==> src/rtl/mem_port_arbiter_pkg.sv <==
// ---------------------------------------------------------------------------
// mem_port_arbiter_pkg
//
// Shared definitions for the two-master data-memory arbiter:
//   - arb_state_t : arbiter FSM states (IDLE / ISSUE / WAIT / DONE)
//   - owner_t     : which master owns the current transaction
//                   (OWN_P = processor core, OWN_D = secondary master)
//   - default address / data widths and read latency
//   - one-hot grant encodings shared by rr_arb2 and the top level
// ---------------------------------------------------------------------------
package mem_port_arbiter_pkg;

    // Default geometry of the shared data memory.
    localparam int DEF_ADDR_W = 16;
    localparam int DEF_DATA_W = 16;

    // RAM read latency, address sample to data valid. Legal range 1..3,
    // so a 2-bit countdown is always wide enough.
    localparam int DEF_RD_LAT = 1;
    localparam int WAIT_CNT_W = 2;

    // One-hot grant vector: bit 0 = processor, bit 1 = secondary master.
    localparam logic [1:0] GNT_NONE = 2'b00;
    localparam logic [1:0] GNT_P    = 2'b01;
    localparam logic [1:0] GNT_D    = 2'b10;

    typedef enum logic [1:0] {
        IDLE  = 2'd0,
        ISSUE = 2'd1,
        WAIT  = 2'd2,
        DONE  = 2'd3
    } arb_state_t;

    typedef enum logic {
        OWN_P = 1'b0,
        OWN_D = 1'b1
    } owner_t;

    // Map a one-hot grant onto the owner encoding. Only meaningful when the
    // grant is non-zero; an empty grant maps to OWN_P and is never used.
    function automatic owner_t grant_owner(input logic [1:0] grant);
        return grant[1] ? OWN_D : OWN_P;
    endfunction

endpackage

==> src/rtl/rr_arb2.sv <==
// ---------------------------------------------------------------------------
// rr_arb2
//
// Two-way round-robin arbiter, purely combinational. A lone requester is
// granted outright; on a tie the requester that was NOT served last wins.
// Kept generic so it can be reused for future IO-port arbitration.
//
// Ports:
//   req_p       in  1  request from requester 0 (processor)
//   req_d       in  1  request from requester 1 (secondary master)
//   last_grant  in  1  owner served most recently (OWN_P / OWN_D)
//   en          in  1  arbitration enable; grant is all-zero when low
//   grant       out 2  one-hot grant (bit 0 = P, bit 1 = D)
// ---------------------------------------------------------------------------
module rr_arb2
    import mem_port_arbiter_pkg::*;
(
    input  logic       req_p,
    input  logic       req_d,
    input  logic       last_grant,
    input  logic       en,
    output logic [1:0] grant
);

    always_comb begin
        // NOTE: every always_comb output gets a default first; a path that
        // leaves it unassigned would infer a latch.
        grant = GNT_NONE;
        if (en) begin
            if (req_p && req_d) begin
                grant = (last_grant == OWN_D) ? GNT_P : GNT_D;
            end else if (req_p) begin
                grant = GNT_P;
            end else if (req_d) begin
                grant = GNT_D;
            end
        end
    end

endmodule

==> src/rtl/mem_port_arbiter.sv <==
// ---------------------------------------------------------------------------
// mem_port_arbiter
//
// Shares one synchronous single-port data RAM between the processor core
// (p_*) and a secondary master such as a loader or debug port (d_*). One
// request is accepted per arbitration cycle, served with exactly one RAM
// cycle, and completed with a one-cycle ack. Ties alternate round-robin.
//
//   Write : grant in IDLE (cycle N), mem_wren + ack in N+1.
//   Read  : grant in IDLE (cycle N), address on RAM in N+1,
//           ack + rdata in N+2+RD_LAT.
//
// Parameters:
//   ADDR_W  address width              (default 16)
//   DATA_W  data width                 (default 16)
//   RD_LAT  RAM read latency, 1..3     (default 1)
//
// Ports:
//   Clock            in   rising-edge clock
//   Reset            in   synchronous active-high reset
//   p_req/d_req      in   request, held until the matching ack
//   p_wr/d_wr        in   1 = write, 0 = read; stable while req
//   p_addr/d_addr    in   address; stable while req
//   p_wdata/d_wdata  in   write data; stable while req
//   p_ack/d_ack      out  one-cycle completion pulse
//   p_rdata/d_rdata  out  read data, valid with a read ack, held until that
//                         port's next read completes
//   mem_addr         out  RAM address (registered)
//   mem_wdata        out  RAM write data (registered)
//   mem_wren         out  RAM write enable (registered)
//   mem_rdata        in   RAM read data
// ---------------------------------------------------------------------------
module mem_port_arbiter
    import mem_port_arbiter_pkg::*;
#(
    parameter int ADDR_W = DEF_ADDR_W,
    parameter int DATA_W = DEF_DATA_W,
    parameter int RD_LAT = DEF_RD_LAT
) (
    input  logic              Clock,
    input  logic              Reset,

    input  logic              p_req,
    input  logic              p_wr,
    input  logic [ADDR_W-1:0] p_addr,
    input  logic [DATA_W-1:0] p_wdata,
    output logic              p_ack,
    output logic [DATA_W-1:0] p_rdata,

    input  logic              d_req,
    input  logic              d_wr,
    input  logic [ADDR_W-1:0] d_addr,
    input  logic [DATA_W-1:0] d_wdata,
    output logic              d_ack,
    output logic [DATA_W-1:0] d_rdata,

    output logic [ADDR_W-1:0] mem_addr,
    output logic [DATA_W-1:0] mem_wdata,
    output logic              mem_wren,
    input  logic [DATA_W-1:0] mem_rdata
);

    localparam logic [WAIT_CNT_W-1:0] RD_LAT_CNT = WAIT_CNT_W'(RD_LAT);
    localparam logic [WAIT_CNT_W-1:0] CNT_ONE    = WAIT_CNT_W'(1);

    arb_state_t              state;
    arb_state_t              state_nxt;
    owner_t                  owner;        // master of the transaction in flight
    owner_t                  last_grant;   // master granted most recently
    logic                    wr_q;         // transaction in flight is a write
    logic [WAIT_CNT_W-1:0]   wait_cnt;

    logic                    arb_en;
    logic [1:0]              grant;
    logic                    granted;
    logic                    wait_last;
    logic                    svc_ack;

    logic                    sel_wr;
    logic [ADDR_W-1:0]       sel_addr;
    logic [DATA_W-1:0]       sel_wdata;

    // -----------------------------------------------------------------------
    // Arbitration: only IDLE accepts new work, so a request that shows up
    // mid-transaction simply waits here until the current one has acked.
    // -----------------------------------------------------------------------
    assign arb_en = (state == IDLE);

    rr_arb2 u_arb (
        .req_p      (p_req),
        .req_d      (d_req),
        .last_grant (last_grant),
        .en         (arb_en),
        .grant      (grant)
    );

    assign granted = (grant != GNT_NONE);

    // Request fields of whichever master is being granted this cycle.
    always_comb begin
        sel_wr    = p_wr;
        sel_addr  = p_addr;
        sel_wdata = p_wdata;
        if (grant == GNT_D) begin
            sel_wr    = d_wr;
            sel_addr  = d_addr;
            sel_wdata = d_wdata;
        end
    end

    // Final WAIT cycle: the RAM output is valid now. The <= form also lets
    // an out-of-range RD_LAT of 0 terminate instead of wrapping.
    assign wait_last = (wait_cnt <= CNT_ONE);

    // -----------------------------------------------------------------------
    // FSM state register
    // -----------------------------------------------------------------------
    always_ff @(posedge Clock) begin
        // NOTE: clocked state uses non-blocking (<=) assignments so every
        // flop samples pre-edge values regardless of statement order.
        if (Reset) begin
            state <= IDLE;
        end else begin
            state <= state_nxt;
        end
    end

    // -----------------------------------------------------------------------
    // FSM next-state logic
    // -----------------------------------------------------------------------
    always_comb begin
        state_nxt = state;
        case (state)
            IDLE:    if (granted) state_nxt = ISSUE;
            ISSUE:   state_nxt = wr_q ? IDLE : WAIT;
            WAIT:    if (wait_last) state_nxt = DONE;
            DONE:    state_nxt = IDLE;
            default: state_nxt = IDLE;
        endcase
    end

    // -----------------------------------------------------------------------
    // Acks: a write completes in ISSUE, a read in DONE. Decoded from
    // registered state, so only the owner ever sees a pulse.
    // -----------------------------------------------------------------------
    always_comb begin
        svc_ack = ((state == ISSUE) && wr_q) || (state == DONE);
        p_ack   = svc_ack && (owner == OWN_P);
        d_ack   = svc_ack && (owner == OWN_D);
    end

    // -----------------------------------------------------------------------
    // Datapath: transaction latch, RAM control registers, wait counter and
    // per-port read-data registers.
    // -----------------------------------------------------------------------
    always_ff @(posedge Clock) begin
        if (Reset) begin
            owner      <= OWN_P;
            last_grant <= OWN_D;     // processor wins the first tie
            wr_q       <= 1'b0;
            wait_cnt   <= '0;
            mem_addr   <= '0;
            mem_wdata  <= '0;
            mem_wren   <= 1'b0;
            p_rdata    <= '0;
            d_rdata    <= '0;
        end else begin
            // Write enable is a single-cycle strobe covering ISSUE only;
            // address and data hold their last values.
            mem_wren <= 1'b0;

            case (state)
                IDLE: begin
                    if (granted) begin
                        owner      <= grant_owner(grant);
                        last_grant <= grant_owner(grant);
                        wr_q       <= sel_wr;
                        mem_addr   <= sel_addr;
                        mem_wdata  <= sel_wdata;
                        mem_wren   <= sel_wr;
                    end
                end

                ISSUE: begin
                    // The RAM samples the address at the end of ISSUE; the
                    // countdown spans the cycles until its data is valid.
                    if (!wr_q) begin
                        wait_cnt <= RD_LAT_CNT;
                    end
                end

                WAIT: begin
                    if (wait_last) begin
                        wait_cnt <= '0;
                        if (owner == OWN_P) begin
                            p_rdata <= mem_rdata;
                        end else begin
                            d_rdata <= mem_rdata;
                        end
                    end else begin
                        wait_cnt <= wait_cnt - CNT_ONE;
                    end
                end

                default: ;
            endcase
        end
    end

endmodule

==> config.mk <==
export PLATFORM = sky130hd
export DESIGN_NAME = mem_port_arbiter
export DESIGN_NICKNAME = d
export VERILOG_FILES = /design/src/rtl/mem_port_arbiter_pkg.sv /design/src/rtl/rr_arb2.sv /design/src/rtl/mem_port_arbiter.sv
export SDC_FILE = /design/constraint.sdc
export NUM_CORES = 1
export LEC_CHECK = 0
export ABC_AREA = 1
export BUFFER_PORTS_ARGS = -buffer_cell sky130_fd_sc_hd__buf_2
export CAP_MARGIN = 0
export CORE_MARGIN = 2
export CORE_UTILIZATION = 48
export CTS_CLUSTER_DIAMETER = 150
export CTS_CLUSTER_SIZE = 8
export DETAILED_ROUTE_END_ITERATION = 7
export GPL_ROUTABILITY_DRIVEN = 0
export GPL_TIMING_DRIVEN = 0
export PLACE_DENSITY = 0.86
export SLEW_MARGIN = 20
export SYNTH_ARGS = -nofsm -noshare
export SYNTH_HDL_FRONTEND = slang
export SYNTH_SLANG_ARGS = --single-unit
export TNS_END_PERCENT = 20
==> constraint.sdc <==
create_clock -name Clock -period 1.9 [get_ports Clock]
set_input_delay 0.38 -clock Clock [delete_from_list [all_inputs] [get_ports Clock]]
set_output_delay 0.38 -clock Clock [all_outputs]
set_load 0.1 [all_outputs]
==> out/summary.txt, run 1 <==
Syn nets - 558
Leakage - 2.33 nW
CTS tree - yes
Critical Path Max Stage Delay - 0.43 ns
Layout cells sized above 1 - 29.6%
Max clock buf depth - 2
Chip Width - 86.4 um
DR pass1 iterations - 5
DR vias - 3686
Worst Max-Slew Pin Slew - 0.505 ns
Worst r2r path cells - 5
Slew HR - 66.5%
Fmax - 549 MHz
Most common library cells after synthesis - nand2_1, inv_1, dfxtp_1, nand3_1, a21oi_1
ANT nets after route - 0
CP Data Required Time - 1.52 ns
Crit path kind - reg -> out
Routed len/inst - 12.8 um
Hold_sp - p_wdata[8]
Hold endpoint - mem_wdata[8]
IO Pins - 153
Gate power share - 43.6%
Most area-consuming cells after synthesis - dfxtp_1, nand2_1, nand3_1
Synth area leader - dfxtp_1
Int Pwr - 0.00312 W
Max Cap Viol - 0
Net Sw Frac - 47.4%
Sw Pwr - 0.00280 W
Total Wirelength - 9210 um
Most common cell in the netlist - nand2_1
Synthesized area per cell - 6.90 um^2
Clock Skew - 0.00730 ns
Fin. Hold Viols - 0
Inserted Diodes - 0
Post-Synthesis Cell Area - 3260 um^2
Worst r2r src - wait_cnt[1]
Critical path capture point type - output pin
Synth Instances - 472
Status - complete, no violations
Drt drc - 0
Vias per cell - 5.13
Unrepaired setup endpoints after global routing - false
Vias in the first global route - 3351
Setup Viol. Count Final - 0
Final worst path period share - 95.9%
Detail Placement HPWL - 6940 um
CTS buffer count - 9
Asr flop ratio synth - 0%
Hold_buf cts - 0
R2R Setup Slk - 0.30 ns
Class of the worst hold path - in -> reg
First-pass GRT wire length - 14400 um
Area grow syn2layout - 34.1%
CTS root buf - clkbuf_8
Yosys top cell area share - 44.3%
Largest net degree at the start of global routing - 15
Count of cell types in the netlist - 17
Top_reg_cell synth - dfxtp_1
WHS Path Cells - 5
Core Area - 6680 um^2
Warnings, synthesis - 0
Starting Density - 48.7%
Worst vdd ir - 0.887 mV
Clk pwr share - 25.4%
Die ar. - 7460 um^2
Postcts setup bufs - 0
Crit path cell chain - o21ai_0, nor2_1, buf_6
Max-slew violations - 0
Net count reported at finish - 719
EDFF count, synth - 0
P per Cell Area - 1360 nW/um^2
IO Port Bufs - 150
Num rows - 30
Post-route minimum period - 1.82 ns
Total clock sinks - 72
Synthesized flop and latch total - 72
# fillers - 590
H-tree depth - 3
Sequential power share - 31.0%
Sequential share of the synthesized area - 44.3%
CTS clk-pin slew, worst paths - 0.09 ns
GRT overflow - 0
CP Max Fanout - 4
Slowest CP cell - dfxtp_1
Critical Path AT - 1.44 ns
Crit path launch type - flop
Tot GR Track Use - 23.9%
Clock latency at the later pin of the worst-skew pair - 0.34 ns
Worst hold slack - 0.308 ns
Initial antenna violation count - 0
Die Y - 86.4 um
TNS Setup - 0 ns
Post-CTS resize count - 4
Worst R2R End - p_rdata[4]
Initial DRC count - 204
[critical path: cells and delay by family, from the launching register on]
family | cells | cell delay, ns
flops | 1 | 0.43
buf+inv | 1 | 0.26
compound gates | 1 | 0.18
simple gates | 1 | 0.22
[placed cells by master (no fill, tap or decap)]
cell type	n
a21oi_1	66
buf_2	161
inv_1	74
clkbuf_1	18
o21ai_1	1
nand3_2	1
clkbuf_8	9
buf_4	5
nor2_2	1
o21ai_0	2
nand2_1	107
bufinv_16	3
nor2_4	2
dfxtp_1	71
nor2_1	8
o211ai_1	1
nand3_1	68
inv_2	1
nand4_1	33
clkinv_4	1
dfxtp_2	1
buf_6	1
inv_6	3
[layout make-up]
| type | count | area, um^2 | share of cell area, % |
|---|---|---|---|
| flip-flops and latches | 72 | 1440 | 33.0 |
| multi-input cells | 290 | 1370 | 31.4 |
| repair buffers | 150 | 759 | 17.4 |
| inverters | 75 | 282 | 6.45 |
| plain buffers | 35 | 163 | 3.73 |
| clock inverters | 7 | 125 | 2.87 |
| clock buffers | 9 | 124 | 2.84 |
| well taps | 80 | 100 | 2.29 |
[worst max path at each step]
stage          startpoint          to  slack (ns)  cells past startpoint
2_1_floorplan    state[0]       d_ack       -0.36                      2
3_3_place_gp        Reset  p_rdata[0]        0.16                      4
3_5_place_dp        Reset  p_rdata[4]        0.12                      4
4_1_cts              flop       d_ack        0.07                      3
5_1_grt              flop       d_ack        0.02                      3
6_report             flop       d_ack        0.08                      3
[metrics by stage]
| stage | util, % | total power [W] | cells | area, um^2 | setup slack (ns) |
|---|---|---|---|---|---|
| finish | 65.3 | 0.00592 | 718 | 4370 | 0.0786 |
| global route | 65.3 | 0.00620 | 718 | 4370 | 0.0182 |
| CTS | 65.3 | 0.00595 | 718 | 4370 | 0.0659 |
| detailed placement | 61.5 | 0.00443 | 702 | 4110 | 0.121 |
| global placement | 61.5 | 0.00440 | 702 | 4110 | 0.162 |
| floorplan | - | 0.00396 | 472 | 3260 | -0.361 |
[registers in the layout, indices dropped and copies added (netlist names), 2 cells and up, named ones only]
register / cells
d_rdata: 16
mem_addr: 16
mem_wdata: 16
p_rdata: 16
wait_cnt: 2
[per-layer routing]
layer | global-route usage [%] | up-vias | share of wire [%]
li1 | - | 1851 | -
met1 | 27.4 | 1618 | 41
met2 | 41.2 | 194 | 48
met3 | 7.52 | 23 | 9.3
met4 | 9.94 | 0 | 2.3
met5 | 0 | - | 0
[power by group through the flow]
| stage | sequential, W | clock (W) | combinational [W] |
|---|---|---|---|
| after global placement | 0.00186 | 0 | 0.00254 |
| after detailed placement | 0.00186 | 0 | 0.00257 |
| after global routing | 0.00186 | 0.00159 | 0.00275 |
| final | 0.00183 | 0.00150 | 0.00258 |
| after CTS | 0.00183 | 0.00153 | 0.00258 |
| after floorplan | 0.00315 | 0 | 0.000806 |
[cells by family after synthesis]
| logic type | share of synthesized area [%] |
|---|---|
| and+or+nand+nor | 31.2 |
| buffers and inverters | 13.6 |
| DFF | 44.3 |
| AOI/OAI and AO/OA | 10.8 |
Note: power is estimated with default switching activity, not from simulation.
==> inputs of run 2 (changes only) <==
--- a/config.mk
+++ b/config.mk
@@ -9,13 +9,13 @@
 export BUFFER_PORTS_ARGS = -buffer_cell sky130_fd_sc_hd__buf_2
 export CAP_MARGIN = 0
 export CORE_MARGIN = 2
-export CORE_UTILIZATION = 48
+export CORE_UTILIZATION = 46
 export CTS_CLUSTER_DIAMETER = 150
 export CTS_CLUSTER_SIZE = 8
 export DETAILED_ROUTE_END_ITERATION = 7
 export GPL_ROUTABILITY_DRIVEN = 0
 export GPL_TIMING_DRIVEN = 0
-export PLACE_DENSITY = 0.86
+export PLACE_DENSITY = 0.83
 export SLEW_MARGIN = 20
 export SYNTH_ARGS = -nofsm -noshare
 export SYNTH_HDL_FRONTEND = slang
==> constraint.sdc (replaced) <==
create_clock -name Clock -period 1.87 [get_ports Clock]
set_input_delay 0.374 -clock Clock [delete_from_list [all_inputs] [get_ports Clock]]
set_output_delay 0.374 -clock Clock [all_outputs]
set_load 0.1 [all_outputs]
==> run 2 against run 1 <==
Against the previous run:
- sequential power barely moved
- routed wire length fell by 4.3%
- clock skew rose by 0.0018 ns
- die area rose by 4.1%
- combinational power rose by 2%
- sequential cell count did not move
- clock power fell by 29%
- utilization fell by 2.3 points
- non-clock buffer count did not move
- cell count rose by 2.2%
- count of clock-buffer cells in the layout did not move
- sequential share of layout area rose by 0.44 points
==> out/summary.txt, run 2 (synthesis results as in run 1) <==
Most frequent cells in the layout - buf_2, nand2_1, inv_1, dfxtp_1, nand3_1 (unchanged)
Max clock buf depth - 2 (unchanged)
H-tree depth - 3 (unchanged)
CTS clk-pin slew, worst paths - 0.08 ns (was 0.09 ns)
Tot GR Track Use - 22.7% (was 23.9%)
Total Wirelength - 8820 um (was 9210 um)
Crit path launch type - flop (unchanged)
Detail Placement HPWL - 6810 um (was 6940 um)
Inst Count DP - 718 (was 702)
First-pass GRT wire length - 14200 um (was 14400 um)
Class of the worst hold path - in -> reg (unchanged)
Status - complete, no violations (unchanged)
Final worst path period share - 93.3%
# fillers - 648 (was 590)
Net count reported at finish - 719 (unchanged)
CP Data Required Time - 1.50 ns (was 1.52 ns)
Critical path capture point type - output pin (unchanged)
Clock latency at the later pin of the worst-skew pair - 0.33 ns (was 0.34 ns)
Vias in the first global route - 3258 (was 3351)
Hold_sp - mem_rdata[15] (was p_wdata[8])
Drt drc - 0 (unchanged)
Inserted Diodes - 0 (unchanged)
Clock Skew - 0.00905 ns (was 0.00730 ns)
CP Max Fanout - 4 (unchanged)
Num rows - 30 (unchanged)
Slew HR - 67.0% (was 66.5%)
IO Port Bufs - 150 (unchanged)
Crit path kind - reg -> out (unchanged)
Max Cap Viol - 0 (unchanged)
CTS buffer count - 9 (unchanged)
Pre-CTS worst setup slack - 0.143 ns (was 0.121 ns)
CTS tree - yes (unchanged)
Overall Power - 0.00555 W (was 0.00592 W)
Most common cell after layout, fill and taps aside - buf_2 (unchanged)
Area of the multi-input gates - 1370 um^2 (unchanged)
R2R Setup Slk - 0.31 ns (was 0.30 ns)
Setup crit end - d_ack (unchanged)
Routed len/inst - 12.0 um (was 12.8 um)
Leakage - 2.29 nW (was 2.33 nW)
Hold_buf cts - 0 (unchanged)
DR vias - 3591 (was 3686)
Worst R2R End - p_rdata[8] (was p_rdata[4])
Total clock sinks - 72 (unchanged)
Vias per cell - 4.89 (was 5.13)
Worst vdd ir - 0.887 mV (about the same)
P per Cell Area - 1290 nW/um^2 (was 1360 nW/um^2)
Largest net degree at the start of global routing - 14 (was 15)
Chip Width - 88.1 um (was 86.4 um)
DR pass1 iterations - 4 (was 5)
Unrepaired setup endpoints after global routing - false (unchanged)
Core Area - 6830 um^2 (was 6680 um^2)
Die Y - 88.1 um (was 86.4 um)
Critical Path AT - 1.37 ns (was 1.44 ns)
Worst hold slack - 0.318 ns (was 0.308 ns)
GRT overflow - 0 (unchanged)
Worst r2r path cells - 5 (unchanged)
Worst r2r src - wait_cnt[1] (unchanged)
Worst Max-Slew Pin Slew - 0.494 ns (was 0.505 ns)
IO Pins - 153 (unchanged)
Initial antenna violation count - 0 (unchanged)
Final WS setup - 0.125 ns (was 0.0786 ns)
Final cell count without fillers - 734 (was 718)
Fmax - 573 MHz
Fin. Hold Viols - 0 (unchanged)
Post-route minimum period - 1.74 ns
Max-slew violations - 0 (unchanged)
ANT nets after route - 0 (unchanged)
Die ar. - 7770 um^2 (was 7460 um^2)
Setup Viol. Count Final - 0 (unchanged)
Starting Density - 47.7% (was 48.7%)
Layout cells sized above 1 - 29.6% (unchanged)
CTS root buf - clkbuf_8 (unchanged)
Initial DRC count - 199 (was 204)
Reg area - 1440 um^2 (unchanged)
Area grow syn2layout - 32.3% (was 34.1%)
==> run 2: what timing repair did <==
item,4_1_cts,5_1_grt
cloned,0,0
gates resized for setup,3,1
setup buffers,0,0
setup endpoints to repair,2,2
endpoints found under the hold margin,0,0
==> run 2: worst min path at each step <==
stage	slack, ns	depth (start not counted)	endpoint
finish	0.32	3	p_rdata[15]
global route	0.31	3	p_rdata[1]
CTS	0.31	3	d_rdata[1]
detailed placement	0.45	2	wait_cnt[0]
global placement	0.43	2	wait_cnt[0]
floorplan	0.43	2	wait_cnt[0]
==> run 2: layer usage <==
| metal | wire length, um | vias to the layer above | GRT usage, % |
|---|---|---|---|
| li1 | - | 1856 | - |
| met1 | 3780 | 1578 | 26.5 |
| met4 | 72 | 0 | 6.75 |
| met5 | 0 | - | 0 |
| met3 | 764 | 8 | 6.31 |
| met2 | 4200 | 149 | 40.4 |
==> run 2: area by class of cell <==
| class | instances | area share (%) |
|---|---|---|
| buffer | 35 | 3.78 |
| inverter | 75 | 6.54 |
| timing repair buffer | 150 | 17.6 |
| clock inverter | 7 | 1.10 |
| multi-input combinational | 290 | 31.8 |
| clock buffer | 9 | 2.88 |
| tap | 96 | 2.79 |
| sequential | 72 | 33.5 |
==> run 2: stage by stage <==
stage	utilization, %	TNS, ns	instance area, um^2
final	63.1	0	4310
after CTS	63.0	0	4310
after floorplan	-	-0.770	3260
after global placement	60.4	0	4130
after global routing	63.1	0	4310
after detailed placement	60.4	0	4130
==> run 2: critical path: stages, from the launching register on <==
cell,delay (ns)
dfxtp_1,0.42
o21ai_0,0.16
nor2_1,0.20
buf_6,0.26
==> run 2: report_power, final <==
part | internal (W) | leakage, nW | switching, W
sequential | 0.00175 | 0.591 | 0.000115
combinational | 0.000518 | 1.61 | 0.00211
clock | 0.000481 | 0.0854 | 0.000580
total | 0.00274 | 2.29 | 0.00280
==> inputs of run 3 (changes only) <==
--- a/config.mk
+++ b/config.mk
@@ -8,7 +8,7 @@
 export ABC_AREA = 1
 export BUFFER_PORTS_ARGS = -buffer_cell sky130_fd_sc_hd__buf_2
 export CAP_MARGIN = 0
-export CORE_MARGIN = 2
+export CORE_MARGIN = 3
 export CORE_UTILIZATION = 46
 export CTS_CLUSTER_DIAMETER = 150
 export CTS_CLUSTER_SIZE = 8
==> run 3 against run 2 <==
Against the previous run:
- die area grew 4.6%
- non-clock buffer count stayed put
- setup slack worse by 0.027 ns
- sequential cell count is the same
- critical path type unchanged
- highest routed layer unchanged
==> out/summary.txt, run 3 (synthesis results as in run 1) <==
DR pass1 iterations - 4 (unchanged)
IO Pins - 153 (unchanged)
Num rows - 30 (unchanged)
DR vias - 3637 (was 3591)
Routed len/inst - 12.4 um (was 12.0 um)
Status - complete, no violations (unchanged)
Hold_buf cts - 0 (unchanged)
Drt drc - 0 (unchanged)
Final WS setup - 0.0982 ns (was 0.125 ns)
Buffers plus inverters on the worst setup path - 1 (unchanged)
Slew HR - 67.0% (about the same)
Final worst path period share - 94.8% (was 93.3%)
Worst Max-Slew Pin Slew - 0.493 ns (was 0.494 ns)
Crit path launch type - flop (unchanged)
ANT nets after route - 0 (unchanged)
Most common cell after layout, fill and taps aside - buf_2 (unchanged)
Inst Count DP - 718 (unchanged)
Critical Path AT - 1.40 ns (was 1.37 ns)
Max Cap Viol - 0 (unchanged)
Total clock sinks - 72 (unchanged)
Leakage - 2.31 nW (was 2.29 nW)
Critical path capture point type - output pin (unchanged)
Slowest CP cell - dfxtp_2 (was dfxtp_1)
Clock Skew - 0.00368 ns (was 0.00905 ns)
P per Cell Area - 1340 nW/um^2 (was 1290 nW/um^2)
Post-route minimum period - 1.77 ns (was 1.74 ns)
CTS tree - yes (unchanged)
Max-slew violations - 0 (unchanged)
Die ar. - 8120 um^2 (was 7770 um^2)
Clock latency at the later pin of the worst-skew pair - 0.33 ns (about the same)
Setup Viol. Count Final - 0 (unchanged)
CTS clk-pin slew, worst paths - 0.08 ns (about the same)
CTS buffer count - 9 (unchanged)
Net count reported at finish - 719 (unchanged)
Area grow syn2layout - 33.9% (was 32.3%)
Inserted Diodes - 0 (unchanged)
Fmax - 564 MHz (was 573 MHz)
CP Data Required Time - 1.50 ns (about the same)
Total Wirelength - 9070 um (was 8820 um)
Max clock buf depth - 2 (unchanged)
# fillers - 620 (was 648)
Starting Density - 47.7% (unchanged)
Final cell count without fillers - 734 (unchanged)
CTS root buf - clkbuf_8 (unchanged)
H-tree depth - 3 (unchanged)
Largest net degree at the start of global routing - 14 (unchanged)
Vias per cell - 4.96 (was 4.89)
Initial antenna violation count - 0 (unchanged)
Die Y - 90.1 um (was 88.1 um)
Chip Width - 90.1 um (was 88.1 um)
Crit path kind - reg -> out (unchanged)
Tot GR Track Use - 22.2% (was 22.7%)
Unrepaired setup endpoints after global routing - false (unchanged)
Worst vdd ir - 0.665 mV (was 0.887 mV)
Critical Path Max Stage Delay - 0.41 ns (was 0.42 ns)
Postcts setup bufs - 0 (unchanged)
Fin. Hold Viols - 0 (unchanged)
Most frequent cells in the layout - buf_2, nand2_1, inv_1, dfxtp_1, nand3_1 (unchanged)
Detail Placement HPWL - 7040 um (was 6810 um)
Top delay family on crit path - flip-flops (unchanged)
First-pass GRT wire length - 15000 um (was 14200 um)
Initial DRC count - 124 (was 199)
Vias in the first global route - 3385 (was 3258)
Core Area - 6830 um^2 (unchanged)
IO Port Bufs - 150 (unchanged)
Layout cells sized above 1 - 29.8% (was 29.6%)
GRT overflow - 0 (unchanged)
CP Max Fanout - 5 (was 4)
Crit path cell chain - o21ai_1, nor2_1, buf_6 (was o21ai_0, nor2_1, buf_6)
Class of the worst hold path - in -> reg (unchanged)
R2R Setup Slk - 0.30 ns (was 0.31 ns)
Pre-CTS worst setup slack - 0.168 ns (was 0.143 ns)
-- run 3: cell count changes in the layout (fill, tap and decap cells not counted) --
cell | previous run | this run
bufinv_16 | 0 | 2
clkinv_2 | 3 | 2
clkinv_4 | 1 | 3
clkinvlp_4 | 2 | 0
dfxtp_1 | 71 | 70
dfxtp_2 | 1 | 2
inv_6 | 1 | 0
o21ai_0 | 2 | 1
o21ai_1 | 1 | 2
-- run 3: metal layers --
layer	global-route usage [%]	vias to the layer above	wire length (um)
met5	0	-	0
met4	8.80	0	160
met3	6.19	17	733
met2	38.0	166	4310
met1	26.3	1607	3860
li1	-	1847	-
-- run 3: power by group --
group | internal [W] | switching [W]
Sequential | 0.00175 | 0.000120
Clock | 0.000753 | 0.000597
Combinational | 0.000518 | 0.00210
Total | 0.00302 | 0.00282
-- run 3: metrics by stage --
| step | total power (W) | hold WS [ns] | setup TNS, ns | instance area, um^2 | utilization, % |
|---|---|---|---|---|---|
| global route | 0.00614 | 0.310 | 0 | 4360 | 63.8 |
| floorplan | 0.00402 | 0.426 | -0.770 | 3260 | - |
| CTS | 0.00587 | 0.303 | -0.0597 | 4360 | 63.8 |
| detailed placement | 0.00451 | 0.448 | 0 | 4130 | 60.4 |
| finish | 0.00584 | 0.319 | 0 | 4360 | 63.8 |
| global placement | 0.00447 | 0.433 | 0 | 4130 | 60.4 |
-- run 3: final timing paths --
check	start	depth (start not counted)	end
setup / recovery	state[0]	3	d_ack
hold reg to reg	wait_cnt[0]	2	wait_cnt[0]
setup reg to reg	wait_cnt[1]	5	p_rdata[4]
hold / removal	mem_rdata[1]	3	p_rdata[1]
-- run 3: layout make-up --
class,instances,area [um^2],area share (%)
Buffer,35,163,3.73
Clock inverter,7,96.3,2.21
Multi-Input combinational cell,290,1370,31.4
Clock buffer,9,124,2.84
Tap cell,96,120,2.76
Timing Repair Buffer,150,759,17.4
Sequential cell,72,1440,33.1
Inverter,75,282,6.46
-- run 3: worst min-delay path, stage by stage --
cell and delay, ns:
buf_2 0.11, nand3_1 0.07, a21oi_1 0.06
-- run 3: timing repair --
action                     4_1_cts  5_1_grt
pin swaps                        0        1
setup endpoints to repair        2        2
gates resized for setup          3        3
